`src/rtl/imem_loader_pkg.sv`:
```
// Shared types and constants for the boot-time instruction-memory loader.
package imem_loader_pkg;

  typedef enum logic [2:0] {
    ST_IDLE    = 3'd0,
    ST_HDR0    = 3'd1,
    ST_HDR1    = 3'd2,
    ST_DATA    = 3'd3,
    ST_CSUM    = 3'd4,
    ST_RELEASE = 3'd5,
    ST_RUN     = 3'd6,
    ST_ERR     = 3'd7
  } loader_state_t;

  localparam int HDR_BYTES  = 2;
  localparam int WORD_BYTES = 4;

endpackage

```
`src/rtl/imem_loader_if.sv`:
```
// Byte stream in, instruction-memory write port and core control out.
interface imem_loader_if #(
  parameter int ADDR_WIDTH = 32
);
  logic [7:0]            s_byte;
  logic                  s_valid;
  logic                  s_ready;
  logic [31:0]           imem_din;
  logic                  imem_web;
  logic [ADDR_WIDTH-1:0] imem_addr;
  logic                  core_rstn;
  logic                  done;
  logic                  error;

  modport master (
    input  s_byte, s_valid,
    output s_ready, imem_din, imem_web, imem_addr, core_rstn, done, error
  );

  modport slave (
    output s_byte, s_valid,
    input  s_ready, imem_din, imem_web, imem_addr, core_rstn, done, error
  );
endinterface

```
`src/rtl/imem_loader_byte_packer.sv`:
```
// Packs accepted bytes little-endian into 32-bit words; word_valid_o marks the
// cycle the 4th byte is presented, with word_o already including that byte.
module byte_packer
  import imem_loader_pkg::*;
(
  input  logic        clk,
  input  logic        rstn,
  input  logic [7:0]  byte_i,
  input  logic        valid_i,
  output logic [31:0] word_o,
  output logic        word_valid_o
);

  logic [23:0] shift_q;
  logic [1:0]  cnt_q;

  always_ff @(posedge clk) begin
    if (!rstn) begin
      shift_q <= 24'h000000;
      cnt_q   <= 2'd0;
    end else if (valid_i) begin
      shift_q <= {byte_i, shift_q[23:8]};
      cnt_q   <= cnt_q + 2'd1;
    end
  end

  assign word_o       = {byte_i, shift_q};
  assign word_valid_o = valid_i && (cnt_q == 2'(WORD_BYTES - 1));

endmodule

```
`src/rtl/imem_loader.sv`:
```
// Boot loader: header + data byte stream -> instruction-memory word writes, then core release.
// Optional trailing XOR checksum byte enabled by defining IMEM_LOADER_CSUM_EN.
module imem_loader
  import imem_loader_pkg::*;
#(
  parameter int                    ADDR_WIDTH     = 32,
  parameter logic [ADDR_WIDTH-1:0] BASE_ADDR      = '0,
  parameter int                    MAX_WORDS      = 1024,
  parameter int                    RELEASE_CYCLES = 4
) (
  input  logic            clk,
  input  logic            rstn,
  imem_loader_if.master   bus
);

  loader_state_t         state_q;
  logic                  s_ready_q;
  logic [31:0]           din_q;
  logic                  web_q;
  logic [ADDR_WIDTH-1:0] addr_q;
  logic [ADDR_WIDTH-1:0] waddr_q;
  logic                  core_rstn_q;
  logic                  done_q;
  logic                  error_q;
  logic [7:0]            n_lo_q;
  logic [15:0]           n_q;
  logic [15:0]           k_q;
  logic [15:0]           rel_q;

  logic                  accept_s;
  logic                  pack_valid_s;
  logic [31:0]           word_s;
  logic                  word_valid_s;
  logic [15:0]           hdr_n_s;

  assign accept_s     = bus.s_valid && s_ready_q;
  assign pack_valid_s = accept_s && (state_q == ST_DATA);
  assign hdr_n_s      = {bus.s_byte, n_lo_q};

  byte_packer u_packer (
    .clk          (clk),
    .rstn         (rstn),
    .byte_i       (bus.s_byte),
    .valid_i      (pack_valid_s),
    .word_o       (word_s),
    .word_valid_o (word_valid_s)
  );

`ifdef IMEM_LOADER_CSUM_EN
  logic [7:0] csum_q;

  always_ff @(posedge clk) begin
    if (!rstn) begin
      csum_q <= 8'h00;
    end else if (pack_valid_s) begin
      csum_q <= csum_q ^ bus.s_byte;
    end
  end
`endif

  always_ff @(posedge clk) begin
    if (!rstn) begin
      state_q     <= ST_IDLE;
      s_ready_q   <= 1'b0;
      din_q       <= 32'h0000_0000;
      web_q       <= 1'b1;
      addr_q      <= BASE_ADDR;
      waddr_q     <= BASE_ADDR;
      core_rstn_q <= 1'b0;
      done_q      <= 1'b0;
      error_q     <= 1'b0;
      n_lo_q      <= 8'h00;
      n_q         <= 16'h0000;
      k_q         <= 16'h0000;
      rel_q       <= 16'h0000;
    end else begin
      web_q <= 1'b1;
      case (state_q)
        ST_IDLE: begin
          state_q   <= ST_HDR0;
          s_ready_q <= 1'b1;
        end
        ST_HDR0: begin
          if (accept_s) begin
            n_lo_q  <= bus.s_byte;
            state_q <= ST_HDR1;
          end
        end
        ST_HDR1: begin
          if (accept_s) begin
            n_q <= hdr_n_s;
            k_q <= 16'h0000;
            if (hdr_n_s == 16'h0000) begin
`ifdef IMEM_LOADER_CSUM_EN
              state_q   <= ST_CSUM;
`else
              state_q   <= ST_RELEASE;
              s_ready_q <= 1'b0;
              rel_q     <= 16'h0000;
`endif
            end else if (hdr_n_s > 16'(MAX_WORDS)) begin
              state_q   <= ST_ERR;
              s_ready_q <= 1'b0;
              error_q   <= 1'b1;
            end else begin
              state_q <= ST_DATA;
            end
          end
        end
        ST_DATA: begin
          // Write is issued on the same edge that takes the word's last byte.
          if (word_valid_s) begin
            din_q   <= word_s;
            web_q   <= 1'b0;
            addr_q  <= waddr_q;
            waddr_q <= waddr_q + ADDR_WIDTH'(4);
            k_q     <= k_q + 16'd1;
            if (k_q == n_q - 16'd1) begin
`ifdef IMEM_LOADER_CSUM_EN
              state_q   <= ST_CSUM;
`else
              state_q   <= ST_RELEASE;
              s_ready_q <= 1'b0;
              rel_q     <= 16'h0000;
`endif
            end
          end
        end
`ifdef IMEM_LOADER_CSUM_EN
        ST_CSUM: begin
          if (accept_s) begin
            s_ready_q <= 1'b0;
            rel_q     <= 16'h0000;
            if (bus.s_byte == csum_q) begin
              state_q <= ST_RELEASE;
            end else begin
              state_q <= ST_ERR;
              error_q <= 1'b1;
            end
          end
        end
`endif
        ST_RELEASE: begin
          if (rel_q == 16'(RELEASE_CYCLES - 1)) begin
            core_rstn_q <= 1'b1;
            done_q      <= 1'b1;
            state_q     <= ST_RUN;
          end else begin
            rel_q <= rel_q + 16'd1;
          end
        end
        ST_RUN: begin
          state_q <= ST_RUN;
        end
        ST_ERR: begin
          state_q <= ST_ERR;
        end
        default: begin
          state_q     <= ST_ERR;
          s_ready_q   <= 1'b0;
          core_rstn_q <= 1'b0;
          error_q     <= 1'b1;
        end
      endcase
    end
  end

  assign bus.s_ready   = s_ready_q;
  assign bus.imem_din  = din_q;
  assign bus.imem_web  = web_q;
  assign bus.imem_addr = addr_q;
  assign bus.core_rstn = core_rstn_q;
  assign bus.done      = done_q;
  assign bus.error     = error_q;

endmodule

```
`src/flat_wrapper.sv`:
```
// flat-port wrapper written by rule: the top's interface ports become plain ports
module imem_loader_flat import imem_loader_pkg::*;
#(
  parameter int                    ADDR_WIDTH     = 32,
  parameter logic [ADDR_WIDTH-1:0] BASE_ADDR      = '0,
  parameter int                    MAX_WORDS      = 1024,
  parameter int                    RELEASE_CYCLES = 4
)
  (clk, rstn, bus_s_byte, bus_s_valid, bus_s_ready, bus_imem_din, bus_imem_web, bus_imem_addr, bus_core_rstn, bus_done, bus_error);
  imem_loader_if #(.ADDR_WIDTH(ADDR_WIDTH)) bus_i ();
  input  logic clk;
  input  logic rstn;
  input wire logic [$bits(bus_i.s_byte)-1:0] bus_s_byte;
  input wire logic [$bits(bus_i.s_valid)-1:0] bus_s_valid;
  output wire logic [$bits(bus_i.s_ready)-1:0] bus_s_ready;
  output wire logic [$bits(bus_i.imem_din)-1:0] bus_imem_din;
  output wire logic [$bits(bus_i.imem_web)-1:0] bus_imem_web;
  output wire logic [$bits(bus_i.imem_addr)-1:0] bus_imem_addr;
  output wire logic [$bits(bus_i.core_rstn)-1:0] bus_core_rstn;
  output wire logic [$bits(bus_i.done)-1:0] bus_done;
  output wire logic [$bits(bus_i.error)-1:0] bus_error;
  assign bus_i.s_byte = bus_s_byte;
  assign bus_i.s_valid = bus_s_valid;
  assign bus_s_ready = bus_i.s_ready;
  assign bus_imem_din = bus_i.imem_din;
  assign bus_imem_web = bus_i.imem_web;
  assign bus_imem_addr = bus_i.imem_addr;
  assign bus_core_rstn = bus_i.core_rstn;
  assign bus_done = bus_i.done;
  assign bus_error = bus_i.error;
  imem_loader #(.ADDR_WIDTH(ADDR_WIDTH), .BASE_ADDR(BASE_ADDR), .MAX_WORDS(MAX_WORDS), .RELEASE_CYCLES(RELEASE_CYCLES)) u_core (.clk(clk), .rstn(rstn), .bus(bus_i));
endmodule
```
`config.mk`:
```
export PLATFORM = sky130hd
export DESIGN_NAME = imem_loader_flat
export DESIGN_NICKNAME = d
export VERILOG_FILES = /design/src/rtl/imem_loader_pkg.sv /design/src/rtl/imem_loader_if.sv /design/src/rtl/imem_loader_byte_packer.sv /design/src/rtl/imem_loader.sv /design/src/flat_wrapper.sv
export SDC_FILE = /design/constraint.sdc
export NUM_CORES = 1
export LEC_CHECK = 0
export CELL_PAD_IN_SITES_DETAIL_PLACEMENT = 0
export CELL_PAD_IN_SITES_GLOBAL_PLACEMENT = 2
export CORE_UTILIZATION = 36
export CTS_BUF_LIST = sky130_fd_sc_hd__clkbuf_8
export DETAILED_ROUTE_END_ITERATION = 7
export PLACE_DENSITY_LB_ADDON = 0.05
export RECOVER_POWER = 50
export SYNTH_ARGS = -nofsm -noshare
export SYNTH_HDL_FRONTEND = slang
export SYNTH_SLANG_ARGS = --single-unit
```
`constraint.sdc`:
```
create_clock -name clk -period 3.7 [get_ports clk]
set_input_delay 0.555 -clock clk [delete_from_list [all_inputs] [get_ports clk]]
set_output_delay 0.555 -clock clk [all_outputs]
set_load 0.05 [all_outputs]
```
Word-level counts from Yosys, hierarchy flattened. Cells that the tools add are included.

Flip-flop bits (word level): 186. Bits of input ports: 11. Output and inout bits: 69.

Add/subtract/negate cells: 5. Order comparisons: 1. Eq/ne operators: 19. Muxes and demuxes: 30. Bitwise gates (word level): 3. Reductions and logical operators: 21.

Operator list (number): 16-bit two-way mux (7); 16-bit case mux with 3 select lines (1); 16-bit by 1-bit adder with 16-bit output, second input constant (2); 32-bit by 3-bit adder with 32-bit output, second input constant (1); 16-bit case mux with 2 select lines (1); 3-bit two-way mux (7); 3-bit case mux with 6 select lines (1); 16-bit equality test (1); 16-bit by 2-bit equality test with 1-bit output, second input constant (1); 16-bit by 11-bit > comparator with 1-bit output, second input constant (1); 16-bit zero test (1); 16-bit by 1-bit subtractor with 16-bit output, second input constant (1); 2-bit AND reduction (6); 6-bit OR reduction (2); 1-bit two-way mux (10); 2-bit by 1-bit inequality test with 1-bit output, second input constant (5); 5-bit AND reduction (2); 3-bit equality test, second input constant (3); 2-bit inequality test, second input constant (4); 3-bit by 2-bit equality test with 1-bit output, second input constant (2); 6-bit AND reduction (1); 1-bit case mux with 2 select lines (2); 1-bit case mux with 4 select lines (1); 4-bit AND reduction (1); 11 further kinds (15).

Longest topological paths before layout. Gate-level depths: netlist of run 1.

Depth after elaboration: 5. Mapped depth: 13. Gate-level depth less buffers: 10.

Modules after synthesis. From an unflattened synthesis of run 1, not the netlist that was laid out.

Cells, all modules: 943. Area, all modules: 8135.3 um^2.

By module, submodules not included: imem_loader (instances 1, cells an instance 850, area each 7059.3 um^2, sequential area each 3123.0 um^2); byte_packer (instances 1, cells an instance 93, area each 1076.0 um^2, sequential area each 520.5 um^2).

Worst setup path before layout of run 1. Ideal clock, no wire load.

Path kind: reg2reg. From: register u_core.n_q[0]. To: register u_core.rel_q[10]. Setup time: 0.070 ns. Arrival time: 3.171 ns. Path slack: 0.459 ns. Stages on the path, launching flop included: 13. Path buffers: 2. Cell sequence: dfxtp_1 -> inv_1 -> ha_1 -> or4b_1 -> buf_2 -> nor3_4 -> a31oi_1 -> a221o_1 -> a2111oi_4 -> a31oi_2 -> buf_6 -> or4_1 -> a21oi_1.

Longest elaborated chain between the ends: 4.

RTL lines: start, declared (line imem_loader.sv:26) `logic [15:0] n_q;`; start signal, assigned (line imem_loader.sv:91) `n_q <= hdr_n_s;`; 16-bit by 1-bit subtractor with 16-bit output (line imem_loader.sv:118) `if (k_q == n_q - 16'd1) begin`; 16-bit equality test (line imem_loader.sv:118); 2-bit inequality test (no line); 6-bit AND reduction (no line); end signal, assigned (line imem_loader.sv:149) `rel_q <= rel_q + 16'd1;`; end, declared (line imem_loader.sv:28) `logic [15:0] rel_q;`.

Every way passes these cells. A chain may end at the register's enable or synchronous reset.

Worst setup path after layout of run 1.
From: register u_core.n_q[1]. To: register u_core.rel_q[12].

Same word-level chain as after synthesis.

==> impl_metrics.ini, run 1 <==
[status]
status = finished, violations left
violations = capacitance limit, slew limit

[synth]
syn_inst = 960
yosysTopAreaCell = dfxtp_1
ys_seq_area_share_pct = 45.2
yosys_warnings = 0
netlist_top_cells_count = nand2_1 (244), dfxtp_1 (182), a21boi_0 (105)
synthArstFlopShare_pct = 0
yosys.area.top_type_share_pct = 45.2
syn_area_um2 = 8060
syn_area_per_cell_um2 = 8.40
synth_ff_type = dfxtp_1
synth-edff-count = 0
synthTopCellsByArea = dfxtp_1 (45%), nand2_1 (11%), a21boi_0 (9.8%)
synthDistinctLibCells = 57
ys_seq_elements = 182
synth.most_common_cell = nand2_1

[pwr]
peakVddDrop_mv = 0.218
cellLeakagePower_nw = 3.19
power_density_nw_per_um2 = 398

[timing]
final.min_clock_period_ns = 3.43
drv_slew = 33
skew_ns = 0.0203
maxSlewHeadroom_pct = -6.36
tns_ns = 0
finalSetupViolCount = 0
rsz0062_at_grt = false
min_period_over_period_pct = 92.8
fmax_mhz = 291
whs_ns = 0.463
tightest_slew_ns = 1.60
timing_hold_violations_final = 0

[critical_path]
r2r_start = u_core.n_q[1]
reg2reg_slack_ns = 0.27
cp_top_family = simple AND/OR/NAND/NOR gates
r2r_cells = 11
worst-path-stages = 11
crit_chain = inv_1, ha_1, or4b_1, nor3_4, a31oi_1, a221o_1, a2111oi_4, a31oi_2, buf_12, or4_1, a21oi_1
worstReg2RegEnd = u_core.rel_q[12]
crit_end = u_core.rel_q[12]
cpMaxStageDelayCell = or4b_1
crit_buf_inv = 2
slowest_delay_ns = 0.61
critPathLaunchType = flop
worst-endpoint-required_ns = 4.09
crit_fanout = 30
setup.worst_path.start = u_core.n_q[1]
end_kind = flop
arrival_ns = 3.82
worstSetupPathType = flop to flop

[finish]
drive_above_1_share_pct = 5.81
nets = 1035
n_antenna_cell = 0
finalInstanceArea_um2 = 9480
syn_to_final_growth_pct = 17.6
regArea_um2 = 3640
multi_input_area_um2 = 4120
n_fill_cell = 2307

[clocking]
cts-root-to-sink-buffers = 2
postCtsSetupBuffers = 0
cts_buffers = 17
cts_sinks = 182
h-tree-depth = 4
root_buffer = clkbuf_8
clock_latency_ns = 0.47
cts_resized = 0
clk_pin_slew_ns = 0.09
cts_tree = built
cts_hold_buf = 0

[die]
rows = 54
io_pins = 80
core_area_um2 = 21900
die_x_um = 152
start_util_pct = 36.8
fp.dieArea_um2 = 23000
die_height_um = 152

[global_routing]
grt_pass1_vias = 6102
antenna_found_initial = 0
grt_overflow = 0
grt_pass1_wl_um = 32200
grt_start_max_net_pins = 54
gr-usage-all-layers_pct = 18.0

[hold_path]
holdCritPathClass = flop to flop

[drt]
wl_um = 19600
wl_per_cell_um = 15.0
drt-vias-per-instance = 4.96
vias = 6512
ant_nets = 0
firstDrtPassIters = 4
drt-initial-drc-count = 310
drc = 0

[flow_run]
cap_viol_max_count = 1

[placed_design]
dp_hpwl_um = 13200
numPortBuffers = 77
gp_congestion = 0.773
placed_cell_area_um2 = 9110
==> tightest hold or removal path, stage by stage, from the launching register on <==
cell      delay (ns)
dfxtp_1         0.32
nand2_1         0.04
a21boi_0        0.06
==> through the flow <==
step / util [%] / instances / power (mW) / worst slack [ns]
finish: 43.3 / 1312 / 3.77 / 0.265
global route: 43.3 / 1312 / 3.97 / 0.00378
CTS: 43.5 / 1312 / 3.84 / 0.253
detailed placement: 41.6 / 1280 / 2.49 / 0.168
global placement: 41.6 / 1280 / 2.49 / 0.203
floorplan: - / 961 / 2.37 / 0.459
==> routing by layer <==
layer  track usage [%]  part of all wire (%)  vias to the layer above
met4              4.60                   1.0                        0
met2              27.8                    44                       82
met5                 0                     0                        -
li1                  -                     -                     3357
met1              24.8                    51                     3060
met3              4.61                   4.0                       13
==> flip-flops by register name, summed over array words and instances, names as in the netlist <==
name,flops
u_core.bus.imem_din,32
u_core.bus.imem_addr,30
u_core.waddr_q,30
u_core.u_packer.shift_q,24
u_core.k_q,16
u_core.n_q,16
u_core.rel_q,16
u_core.n_lo_q,8
u_core.state_q,3
u_core.u_packer.cnt_q,2
u_core.bus.core_rstn,1
u_core.bus.done,1
u_core.bus.error,1
u_core.bus.imem_web,1
u_core.bus.s_ready,1
==> worst min-delay path by stage <==
stage / from / to / cells past startpoint
3_5_place_dp: u_core.bus.imem_din[11] / u_core.bus.imem_din[11] / 2
5_1_grt: u_core.bus.imem_din[0] / u_core.bus.imem_din[0] / 2
4_1_cts: u_core.bus.imem_din[31] / u_core.bus.imem_din[31] / 2
3_3_place_gp: u_core.bus.imem_din[31] / u_core.bus.imem_din[31] / 2
6_report: u_core.bus.imem_din[31] / u_core.bus.imem_din[31] / 2
2_1_floorplan: u_core.waddr_q[18] / u_core.bus.imem_addr[18] / 2
==> area by class of cell <==
class | instances | area share, %
Clock buffer | 17 | 2.47
Clock inverter | 15 | 1.74
Inverter | 10 | 0.396
Multi-Input combinational cell | 708 | 43.5
Sequential cell | 182 | 38.4
Tap cell | 280 | 3.69
Timing Repair Buffer | 100 | 9.78
==> report_power, final <==
| group | leakage, nW | total [mW] | switching [mW] | internal [mW] |
|---|---|---|---|---|
| clock | 0.199 | 1.33 | 0.828 | 0.507 |
| combinational | 1.52 | 0.373 | 0.228 | 0.145 |
| sequential | 1.47 | 2.06 | 0.0670 | 2.00 |
| total | 3.19 | 3.77 | 1.12 | 2.65 |
==> logic make-up after synthesis <==
group	after synthesis	share of synthesized area, %
buf+inv	71	3.68
flops	182	45.2
mux	9	1.12
simple gates	446	26.2
xor+xnor	63	6.85
compound gates	183	16.2
fa+ha+maj	5	0.776
other cells	1	0.0465
==> layout by cell type (no fill, tap or decap), types with 3 or more instances in the layout <==
cell type and instances:
nand2_1 244, dfxtp_1 182, a21boi_0 105, clkdlybuf4s50_1 60, xnor2_1 43, nor2_1 41
and2_1 31, a21oi_1 25, nand3_1 24, o21ai_0 22, xor2_1 20, and3_1 17
clkbuf_8 17, dlygate4sd3_1 16, buf_4 16, or3_1 14, nor2b_1 13, inv_1 11
nand4_1 10, mux2i_1 9, or4_1 9, and4_1 7, nor4_1 7, o31ai_1 7
clkbuf_1 7, nor3_1 6, or2_2 5, ha_1 5, clkinv_8 5, inv_6 5
nand2b_1 4, nor3b_1 3
Power figures use the tool's default switching activity.
==> run 2: changes to the inputs <==
Settings changed: CORE_UTILIZATION 36 to 38.
Clock period 3.7 ns to 4.4 ns, I/O delays scaled along.
==> impl_metrics.ini, run 2 (synthesized netlist as in run 1, its figures left out) <==
[timing]
fmax_mhz = 254
skew_ns = 0.0212
timing_hold_violations_final = 0
rsz0062_at_grt = false
min_period_over_period_pct = 89.5
tightest_slew_ns = 1.17
tns_ns = 0
drv_slew = 0
final.min_clock_period_ns = 3.94
maxSlewHeadroom_pct = 21.6
finalSetupViolCount = 0

[clocking]
cts_buffers = 17
clock_latency_ns = 0.47
cts_hold_buf = 0
postCtsSetupBuffers = 0
cts_sinks = 182
root_buffer = clkbuf_8
cts_resized = 0
cts-root-to-sink-buffers = 2
clk_pin_slew_ns = 0.11
h-tree-depth = 4
cts_tree = built

[status]
status = finished clean

[critical_path]
critPathLaunchType = flop
arrival_ns = 4.31
r2r_cells = 10
crit_fanout = 30
reg2reg_slack_ns = 0.46
setup.worst_path.start = u_core.n_q[0]
r2r_start = u_core.n_q[0]
crit_end = u_core.rel_q[10]
worstReg2RegEnd = u_core.rel_q[10]
worstSetupPathType = flop to flop
end_kind = flop
worst-endpoint-required_ns = 4.77

[die]
start_util_pct = 39.3
die_height_um = 148
fp.dieArea_um2 = 21800
rows = 52
die_x_um = 148
io_pins = 80
core_area_um2 = 20500

[pwr]
power_density_nw_per_um2 = 342
p_total_mw = 3.21
cellLeakagePower_nw = 3.29
peakVddDrop_mv = 0.185

[drt]
ant_nets = 0
wl_per_cell_um = 14.7
drt-initial-drc-count = 305
firstDrtPassIters = 4
drc = 0
vias = 6333
wl_um = 18900
drt-vias-per-instance = 4.92

[flow_run]
cap_viol_max_count = 0

[global_routing]
grt_start_max_net_pins = 87
grt_overflow = 0
grt_pass1_wl_um = 31800
grt_pass1_vias = 6018
antenna_found_initial = 0
gr-usage-all-layers_pct = 18.2

[finish]
drive_above_1_share_pct = 4.91
syn_to_final_growth_pct = 16.5
final_cell_mix = nand2_1 (244), dfxtp_1 (182), a21boi_0 (105)
final_common_cell = nand2_1
n_antenna_cell = 0
largest_register_ffs = 32
multi_input_area_um2 = 4120
n_fill_cell = 2097
nets = 1021
regArea_um2 = 3640
stdcell_count = 1288

[placed_design]
numPortBuffers = 77
gp_congestion = 0.815
dp_cells = 1256
dp_hpwl_um = 12500

[hold_path]
whs_path_depth = 2
holdCritPathClass = flop to flop
## run 2: cell count changes in the layout (fill, tap and decap cells not counted), moves of 2 or more
| cell | previous run | this run |
|---|---|---|
| and2_1 | 31 | 27 |
| and2_0 | 2 | 6 |
| buf_4 | 16 | 6 |
| clkbuf_1 | 7 | 4 |
| clkdlybuf4s50_1 | 60 | 16 |
| dlygate4sd3_1 | 16 | 60 |
| inv_8 | 1 | 3 |
## run 2: worst min-delay path by stage
stage | from | to | slack, ns
5_1_grt | u_core.u_packer.shift_q[2] | u_core.u_packer.shift_q[2] | 0.49
3_5_place_dp | u_core.bus.core_rstn | u_core.bus.core_rstn | 0.45
2_1_floorplan | u_core.waddr_q[18] | u_core.bus.imem_addr[18] | 0.44
3_3_place_gp | u_core.bus.imem_din[24] | u_core.bus.imem_din[24] | 0.45
4_1_cts | u_core.bus.imem_addr[5] | u_core.bus.imem_addr[5] | 0.47
6_report | u_core.bus.imem_addr[5] | u_core.bus.imem_addr[5] | 0.47
## run 2: report_power, final
part | total [mW] | internal (mW) | switching, mW
Sequential | 1.73 | 1.68 | 0.0542
Combinational | 0.296 | 0.110 | 0.186
Clock | 1.18 | 0.454 | 0.723
Total | 3.21 | 2.24 | 0.964
## run 2: worst max-delay path, cell delays in order (launching register included)
cell and delay (ns):
dfxtp_1 0.38, inv_1 0.08, ha_1 0.28, or4b_1 0.63
nor3_4 0.28, a31oi_1 0.12, a221o_1 0.40, a2111oi_4 0.39
a31oi_2 0.51, or4_1 0.65, a21oi_1 0.15
## run 2: cell type report
type                    instances  area share [%]
multi-input cells             708            43.9
flip-flops and latches        182            38.8
repair buffers                 86            8.74
well taps                     270            3.60
clock buffers                  18            2.64
clock inverters                14            1.87
inverters                      10           0.400
## run 2: per-layer routing
| metal | GRT usage (%) | part of all wire, % |
|---|---|---|
| met1 | 25.3 | 51 |
| met2 | 28.5 | 45 |
| met3 | 4.44 | 3.4 |
| met4 | 3.81 | 0.59 |
| met5 | 0 | 0 |
## run 2: metrics by stage
| stage | setup slack (ns) | hold WS, ns | instance area (µm²) | util (%) |
|---|---|---|---|---|
| after floorplan | 1.16 | 0.441 | 8060 | - |
| after global placement | 0.561 | 0.453 | 8980 | 43.8 |
| after detailed placement | 0.479 | 0.455 | 8980 | 43.8 |
| after CTS | 0.456 | 0.474 | 9410 | 45.9 |
| after global routing | 0.174 | 0.490 | 9390 | 45.8 |
| final | 0.464 | 0.466 | 9390 | 45.8 |
